===== config.mk =====
export PLATFORM = sky130hd
export DESIGN_NAME = mem_arbiter
export DESIGN_NICKNAME = d
export VERILOG_FILES = /design/src/rtl/mem_arbiter.sv
export SDC_FILE = /design/constraint.sdc
export NUM_CORES = 1
export LEC_CHECK = 0
export ABC_AREA = 1
export CAP_MARGIN = 20
export CORE_MARGIN = 3
export CORE_UTILIZATION = 46
export CTS_BUF_LIST = sky130_fd_sc_hd__clkbuf_4 sky130_fd_sc_hd__clkbuf_8
export DETAILED_ROUTE_END_ITERATION = 16
export PLACE_DENSITY = 0.88
export REMOVE_ABC_BUFFERS = 1
export SLEW_MARGIN = 40
export SYNTH_ARGS = -nofsm -noshare
export SYNTH_HDL_FRONTEND = slang
export SYNTH_SLANG_ARGS = --single-unit

===== constraint.sdc =====
create_clock -name clk -period 7.7 [get_ports clk]
set_input_delay 1.54 -clock clk [delete_from_list [all_inputs] [get_ports clk]]
set_output_delay 1.54 -clock clk [all_outputs]
set_load 0.01 [all_outputs]

===== src/rtl/mem_arbiter.sv =====
// -----------------------------------------------------------------------------
// mem_arbiter
// Two-port round-robin arbiter and access sequencer in front of a single-ported
// word memory. The instruction-fetch port (read-only) and the data port
// (read/write) share the memory. Each accepted request walks through
// IDLE -> ACCESS -> RESP. A watchdog bounds how long a read waits for mem_valid.
//
// Ports
//   clk, reset            : rising-edge clock, asynchronous active-high reset
//   imem_req/addr         : fetch request, held until imem_ready
//   imem_ready            : fetch request accepted this cycle (combinational)
//   imem_resp_*           : one-cycle fetch response (data, err)
//   dmem_req/cmd/addr/mask/write_data : data request, held until dmem_ready
//   dmem_ready            : data request accepted this cycle (combinational)
//   dmem_resp_*           : one-cycle data response (data, err)
//   mem_addr/mask/enable/cmd/write_data : memory request, active in ACCESS only
//   mem_load_data, mem_valid            : memory read return
// -----------------------------------------------------------------------------
module mem_arbiter #(
    parameter int TIMEOUT = 8,
    parameter int CNT_W   = 8
) (
    input  logic        clk,
    input  logic        reset,
    input  logic        imem_req,
    input  logic [31:0] imem_addr,
    output logic        imem_ready,
    output logic        imem_resp_valid,
    output logic [31:0] imem_resp_data,
    output logic        imem_resp_err,
    input  logic        dmem_req,
    input  logic        dmem_cmd,
    input  logic [31:0] dmem_addr,
    input  logic [3:0]  dmem_mask,
    input  logic [31:0] dmem_write_data,
    output logic        dmem_ready,
    output logic        dmem_resp_valid,
    output logic [31:0] dmem_resp_data,
    output logic        dmem_resp_err,
    output logic [31:0] mem_addr,
    output logic [3:0]  mem_mask,
    output logic        mem_enable,
    output logic        mem_cmd,
    output logic [31:0] mem_write_data,
    input  logic [31:0] mem_load_data,
    input  logic        mem_valid
);

    localparam logic MEM_CMD_READ  = 1'b0;
    localparam logic MEM_CMD_WRITE = 1'b1;
    localparam logic PORT_IMEM     = 1'b0;
    localparam logic PORT_DMEM     = 1'b1;

    typedef enum logic [1:0] {
        ST_IDLE   = 2'd0,
        ST_ACCESS = 2'd1,
        ST_RESP   = 2'd2
    } state_t;

    // Byte enables expanded to a 32-bit bit mask (bit i of mask covers byte i).
    function automatic logic [31:0] expand_mask(input logic [3:0] m);
        logic [31:0] res;
        res = 32'h0000_0000;
        for (int i = 0; i < 4; i++) begin
            res[8*i +: 8] = {8{m[i]}};
        end
        return res;
    endfunction

    state_t            state_r;
    state_t            state_next_s;
    logic              last_grant_r;
    logic              port_r;
    logic [31:0]       addr_r;
    logic              cmd_r;
    logic [3:0]        mask_r;
    logic [31:0]       wdata_r;
    logic [CNT_W-1:0]  cnt_r;
    logic [31:0]       rdata_r;
    logic              err_r;

    logic              grant_imem_s;
    logic              grant_dmem_s;
    logic              misaligned_s;
    logic              timeout_hit_s;
    logic              in_access_s;
    logic              in_resp_s;

    // Round-robin grant: only in IDLE, a tie goes to the port not granted last.
    always_comb begin
        grant_imem_s = 1'b0;
        grant_dmem_s = 1'b0;
        if ((state_r == ST_IDLE) && !reset) begin
            if (imem_req && dmem_req) begin
                if (last_grant_r == PORT_DMEM) begin
                    grant_imem_s = 1'b1;
                end else begin
                    grant_dmem_s = 1'b1;
                end
            end else if (imem_req) begin
                grant_imem_s = 1'b1;
            end else if (dmem_req) begin
                grant_dmem_s = 1'b1;
            end else begin
                grant_imem_s = 1'b0;
                grant_dmem_s = 1'b0;
            end
        end else begin
            grant_imem_s = 1'b0;
            grant_dmem_s = 1'b0;
        end
    end

    assign imem_ready    = grant_imem_s;
    assign dmem_ready    = grant_dmem_s;
    // A misaligned fetch is answered with an error without touching memory.
    assign misaligned_s  = grant_imem_s && (imem_addr[1:0] != 2'b00);
    // Counter counts missed ACCESS cycles; reaching TIMEOUT-1 means this is
    // the TIMEOUT-th ACCESS cycle.
    assign timeout_hit_s = (cnt_r == CNT_W'(TIMEOUT - 1));
    assign in_access_s   = (state_r == ST_ACCESS);
    assign in_resp_s     = (state_r == ST_RESP);

    // Next-state logic of the request/response sequencer.
    always_comb begin
        state_next_s = state_r;
        case (state_r)
            ST_IDLE: begin
                if (grant_imem_s || grant_dmem_s) begin
                    if (misaligned_s) begin
                        state_next_s = ST_RESP;
                    end else begin
                        state_next_s = ST_ACCESS;
                    end
                end else begin
                    state_next_s = ST_IDLE;
                end
            end
            ST_ACCESS: begin
                if ((cmd_r == MEM_CMD_WRITE) || mem_valid || timeout_hit_s) begin
                    state_next_s = ST_RESP;
                end else begin
                    state_next_s = ST_ACCESS;
                end
            end
            ST_RESP: begin
                state_next_s = ST_IDLE;
            end
            default: begin
                state_next_s = ST_IDLE;
            end
        endcase
    end

    // State register.
    always_ff @(posedge clk or posedge reset) begin
        if (reset) begin
            state_r <= ST_IDLE;
        end else begin
            state_r <= state_next_s;
        end
    end

    // Request capture, timeout counter and response registers.
    always_ff @(posedge clk or posedge reset) begin
        if (reset) begin
            last_grant_r <= PORT_DMEM;
            port_r       <= PORT_IMEM;
            addr_r       <= 32'h0000_0000;
            cmd_r        <= MEM_CMD_READ;
            mask_r       <= 4'h0;
            wdata_r      <= 32'h0000_0000;
            cnt_r        <= {CNT_W{1'b0}};
            rdata_r      <= 32'h0000_0000;
            err_r        <= 1'b0;
        end else begin
            case (state_r)
                ST_IDLE: begin
                    if (grant_imem_s) begin
                        last_grant_r <= PORT_IMEM;
                        port_r       <= PORT_IMEM;
                        addr_r       <= imem_addr;
                        cmd_r        <= MEM_CMD_READ;
                        mask_r       <= 4'hF;
                        wdata_r      <= 32'h0000_0000;
                        cnt_r        <= {CNT_W{1'b0}};
                        rdata_r      <= 32'h0000_0000;
                        err_r        <= misaligned_s;
                    end else if (grant_dmem_s) begin
                        last_grant_r <= PORT_DMEM;
                        port_r       <= PORT_DMEM;
                        addr_r       <= dmem_addr;
                        cmd_r        <= dmem_cmd;
                        mask_r       <= dmem_mask;
                        wdata_r      <= dmem_write_data;
                        cnt_r        <= {CNT_W{1'b0}};
                        rdata_r      <= 32'h0000_0000;
                        err_r        <= 1'b0;
                    end else begin
                        cnt_r        <= cnt_r;
                    end
                end
                ST_ACCESS: begin
                    if (cmd_r == MEM_CMD_WRITE) begin
                        rdata_r <= 32'h0000_0000;
                        err_r   <= 1'b0;
                    end else if (mem_valid) begin
                        rdata_r <= mem_load_data;
                        err_r   <= 1'b0;
                    end else if (timeout_hit_s) begin
                        rdata_r <= 32'h0000_0000;
                        err_r   <= 1'b1;
                    end else begin
                        cnt_r   <= cnt_r + CNT_W'(1);
                    end
                end
                ST_RESP: begin
                    rdata_r <= rdata_r;
                end
                default: begin
                    rdata_r <= rdata_r;
                end
            endcase
        end
    end

    // Memory request is driven only while in ACCESS. Unmasked bytes are forced
    // to zero because the memory ORs write data into cleared bytes.
    assign mem_enable     = in_access_s;
    assign mem_addr       = in_access_s ? addr_r : 32'h0000_0000;
    assign mem_cmd        = in_access_s ? cmd_r : MEM_CMD_READ;
    assign mem_mask       = in_access_s ? mask_r : 4'h0;
    assign mem_write_data = in_access_s ? (wdata_r & expand_mask(mask_r)) : 32'h0000_0000;

    // Responses are visible only in RESP and only on the port that owns it.
    assign imem_resp_valid = in_resp_s && (port_r == PORT_IMEM);
    assign imem_resp_data  = imem_resp_valid ? rdata_r : 32'h0000_0000;
    assign imem_resp_err   = imem_resp_valid ? err_r : 1'b0;
    assign dmem_resp_valid = in_resp_s && (port_r == PORT_DMEM);
    assign dmem_resp_data  = dmem_resp_valid ? rdata_r : 32'h0000_0000;
    assign dmem_resp_err   = dmem_resp_valid ? err_r : 1'b0;

endmodule

=== Yosys cells after proc, flatten, opt, wreduce, memory -nomap -nowiden ===
Index checks and enable logic that the tools add are counted.

* Bits in read-only memories: 0
* RAM bits: 0
* Latch bits: 0
* Bits in registers: 114
* Memories kept: 0
* Logic and storage cells: 86
* Input port bits: 138

* Eq/ne operators: 8
* Muxes and demuxes: 49
* Reductions and logical operators: 16
* Shifts and indexed selects: 0
* Divide/modulo/power cells: 0
* Bitwise operators: 2
* Add/sub/neg operators: 1
* Magnitude comparators: 0
* Multipliers: 0

{| class="wikitable"
|+ Operators by type and width
! cell !! count
|-
| two-way mux 32 bit || 13
|-
| case mux 32 bit (2 select lines) || 1
|-
| two-way mux 8 bit || 5
|-
| AND 32 bit || 1
|-
| two-way mux 1 bit || 21
|-
| case mux 8 bit (2 select lines) || 1
|-
| two-way mux 4 bit || 3
|-
| adder 8 x 1 -> 8 bit, second input constant || 1
|-
| == test 8 x 3 -> 1 bit, second input constant || 1
|-
| two-way mux 2 bit || 3
|-
| != test 2 bit, second input constant || 3
|-
| nonzero test 2 bit || 3
|-
| logical AND 1 bit || 5
|-
| AND reduction 5 bit || 1
|-
| != test 4 bit, second input constant || 1
|-
| case mux 2 bit (2 select lines) || 1
|-
| logical OR 1 bit || 3
|-
| != test 3 bit, second input constant || 1
|-
| AND reduction 3 bit || 1
|-
| == test 2 x 1 -> 1 bit, second input constant || 1
|-
| == test 2 bit, second input constant || 1
|-
| logical NOT 2 bit || 1
|-
| case mux 1 bit (2 select lines) || 1
|-
| AND reduction 2 bit || 1
|-
| 2 further kinds || 2
|}

=== Logic depth before layout (Yosys ltp) ===
* Depth after elaboration: 7
* Gate-level depth with buffers: 10
* Mapped depth without buffers: 9

=== Least setup slack after synthesis ===
OpenSTA, ideal clock, no wires.

* Kind: input port to output port
* Start: in reset
* End: out dmem_ready
* Path buffers: 2
* Arrival time: 4.745 ns
* Path slack: 1.415 ns
* Stages: 5
* Cell sequence: inv_1 nand3_4 nor2_2 buf_4 buf_4

* Longest elaborated chain between the ends: 3

{| class="wikitable"
|+ RTL lines
! item !! line !! source
|-
| from (decl) || 24 || <nowiki>input logic reset,</nowiki>
|-
| logical NOT 1 bit (no line) || n/a ||
|-
| logical AND 1 bit || 93 || <nowiki>if ((state_r == ST_IDLE) && !reset) begin</nowiki>
|-
| two-way mux 1 bit || 93 ||
|-
| to (decl) || 36 || <nowiki>output logic dmem_ready,</nowiki>
|}

Every way passes these cells.

=== Worst setup path after layout ===
* Start: in reset
* End: out imem_ready

* Longest elaborated chain between the ends: 3

{| class="wikitable"
|+ RTL lines
! item !! line !! source
|-
| logical NOT 1 bit (no line) || n/a ||
|-
| logical AND 1 bit || 93 ||
|-
| two-way mux 1 bit || 93 ||
|-
| to (decl) || 27 || <nowiki>output logic imem_ready,</nowiki>
|}

Every way passes these cells.

==> metrics.md <==
| Metric | Value |
|---|---|
| Antenna violations before repair | 0 |
| Nets | ~1300 |
| Critical path buffers and inverters | 3 |
| Final ANT Viol Nets | 0 |
| Total track usage | 0.262 |
| Routed vias | approximately 6300 |
| Slowest stage delay, CP | roughly 0.6 ns |
| Post-DR vias/cell | 4.79 |
| Total CTS buffers | 17 |
| Power Dens Cells | 299 mW/mm2 |
| Commonest non-fill, non-tap cells in the layout | clkdlybuf4s50_1 (277), inv_1 (177), nand2_1 (175), nor2_1 (151), dfrtp_1 (113) |
| RSZ-0062 raised after global routing | no |
| Library cells used by synthesis | 22 |
| CTS tree | yes |
| Port Buf Inserts | 277 |
| Post-Syn Instances | 870 |
| Largest cells by area after synthesis | dfrtp_1 (47%), inv_1 (11%), nand2_1 (11%) |
| Clk buf depth | 2 |
| Clock transition at path regs | 0.06 ns |
| Crit-path cells | clkdlybuf4s50_1 > inv_4 > nand3_4 > nor2_4 > clkdlybuf4s50_1 |
| Final WL | 18900 um |
| Hold-fix buffers at CTS | 0 |
| #FFs+latches synth | 114 |
| N_diodes | 0 |
| Pin count of the biggest net entering global routing | 80 |
| Worst-Skew Late Latency | 0.42 ns |
| Max VDD drop | 147 uV |
| Number of global-route vias before repair | 6241 |
| Slew headroom | 0.512 |
| Most common cell after layout, fill and taps aside | clkdlybuf4s50_1 |
| F_max | between 200 and 250 MHz |
| Final core occ | 0.734 |
| Post-CTS setup buffers | 0 |
| Register area | 0.00285 mm2 |
| Final Hold Fails | 0 |
| Detailed Routing Iterations Pass 1 | 6 |
| TNS Setup | 0 ns |
| Rows | 41 |
| Sink Count | 114 |
| # IOs | 278 |
| Setup Crit Path Kind | input port to output port |
| Final min period | between 4 and 5 ns |
| Grt total ovfl | 0 |
| Root buffer cell | clkbuf_8 |
| GP Congestion | 0.862 |
| Post-CTS Resized | 0 |
| First-pass GRT wire length | 30400 um |
| Routed WL per cell | 14.4 um |
| Initial DRC count | 399 |
| Setup crit start kind | input port |
| Layout cells sized above 1 | 0.0518 |
| Synth-to-layout area growth | 54.2% |
| DPL Wire Length | 13600 um |
| Clk_skew | between 0.009 and 0.01 ns |
| Synthesis Warnings | 0 |
| Pins Over Slew Limit | 0 |
| Worst path top cell family by delay | buffers and inverters |
| Outcome | completed |
| Worst-path fanout max | 37 |
| CP required | roughly 6.2 ns |
| Initial Util | 0.476 |
| Power Total | around 2.8 mW |
| DRC | 0 |
| Final setup vio count | 0 |
| CTS H-tree lvls | 4 |
| CP arrival | 3.30 ns |
| Leakage | 4.42 nW |
| Post-synthesis sequential area ratio | 0.470 |
| Post-synth top area cell | dfrtp_1 |
| Multi-input logic area | about 0.0023 mm2 |
| Max-cap viol count | 0 |
| Core ar. | between 0.01 and 0.015 mm2 |
| Crit. End Element | output port |
| Top-area cell type share of the netlist area | 0.465 |
| Synthesized area | 0.00608 mm2 |
| Worst path most repeated cell | clkdlybuf4s50_1 |
| Die area | 0.0146 mm2 |
| Worst Hold Class | flop to flop |
| Slew @ Worst Pin | approximately 0.73 ns |
| Filler cells | 965 |
| Die Y | 121 um |
| Syn avg cell area | 6.98 um2 |
| Die W | about 120 um |
| Slowest-stage cell, CP | clkdlybuf4s50_1 |
| Fin crit share | 0.629 |
## sequential cells by signal, summed over array words and instances (netlist names)
signal	flops
rdata_r	32
mask_r	4
cnt_r	8
addr_r	32
err_r	1
port_r	1
last_grant_r	1
wdata_r	32
state_r	2
cmd_r	1
## final timing paths
check                           cells past startpoint     endpoint  slack (ns)       start
worst max-delay path                                5   imem_ready        2.86       reset
worst min-delay path                                2    addr_r[1]        0.49   addr_r[1]
worst max register to register                      5  rdata_r[28]        5.31  state_r[1]
worst min register to register                      2    addr_r[1]        0.49   addr_r[1]
max in group asynchronous                           3  wdata_r[13]        5.11       reset
min in group asynchronous                           2   rdata_r[9]        1.50       reset
## worst min-delay path, stage by stage, from the launching register on
cell	delay, ns
dfrtp_1	0.35
nand2_1	0.06
nand2_1	0.06
## metal layers
| metal | global-route usage | share of wire | vias to the layer above |
|---|---|---|---|
| met5 | 0 | 0 | - |
| met4 | 0.0864 | 0.019 | 0 |
| met3 | 0.0900 | 0.091 | 22 |
| met2 | 0.462 | 0.51 | 261 |
| met1 | 0.297 | 0.38 | 2891 |
| li1 | - | - | 3110 |
## cell type report
type	instances	area share
flip-flops and latches	114	0.305
repair buffers	284	0.305
multi-input cells	527	0.247
clock inverters	10	0.0167
clock buffers	21	0.0302
inverters	184	0.0741
well taps	172	0.0230
## Yosys cell counts
master and n:
a21oi_1 6, buf_2 26, buf_4 10, clkbuf_1 9, dfrtp_1 113, dfstp_2 1, ha_1 1, inv_1 180
inv_2 4, nand2_1 177, nand2_2 2, nand2_4 1, nand3_1 105, nand3_4 1, nor2_1 151, nor2_2 2
nor2_4 4, nor3_1 2, o21a_1 1, o21ai_0 65, o21ai_1 8, o21bai_2 1
## logic make-up (layout without fill, tap and decap cells)
logic type,count (synthesis),in the layout,synth area share
adder cells (fa/ha/maj),1,1,0.00206
AND/OR/NAND/NOR,445,445,0.307
flip-flops,114,114,0.470
AO/OA/AOI/OAI,81,81,0.0682
buffers and inverters,229,499,0.153
## report_power, final
group | total (mW) | leakage (nW) | switching, mW | internal, mW
Combinational | 1.20 | 2.72 | 0.727 | 0.474
Sequential | 0.977 | 1.47 | 0.106 | 0.872
Clock | 0.620 | 0.225 | 0.241 | 0.379
## through the flow
stage	instance area (um2)	setup WS (ns)	instances	hold WS [ns]
6_report	9370	2.86	1312	0.491
5_1_grt	9370	2.69	1312	0.525
4_1_cts	9370	2.80	1312	0.490
3_5_place_dp	8930	2.81	1281	0.474
3_3_place_gp	8870	2.82	1279	0.466
2_1_floorplan	5840	1.05	825	0.449
No activity file was read; power rests on OpenSTA's default activity.
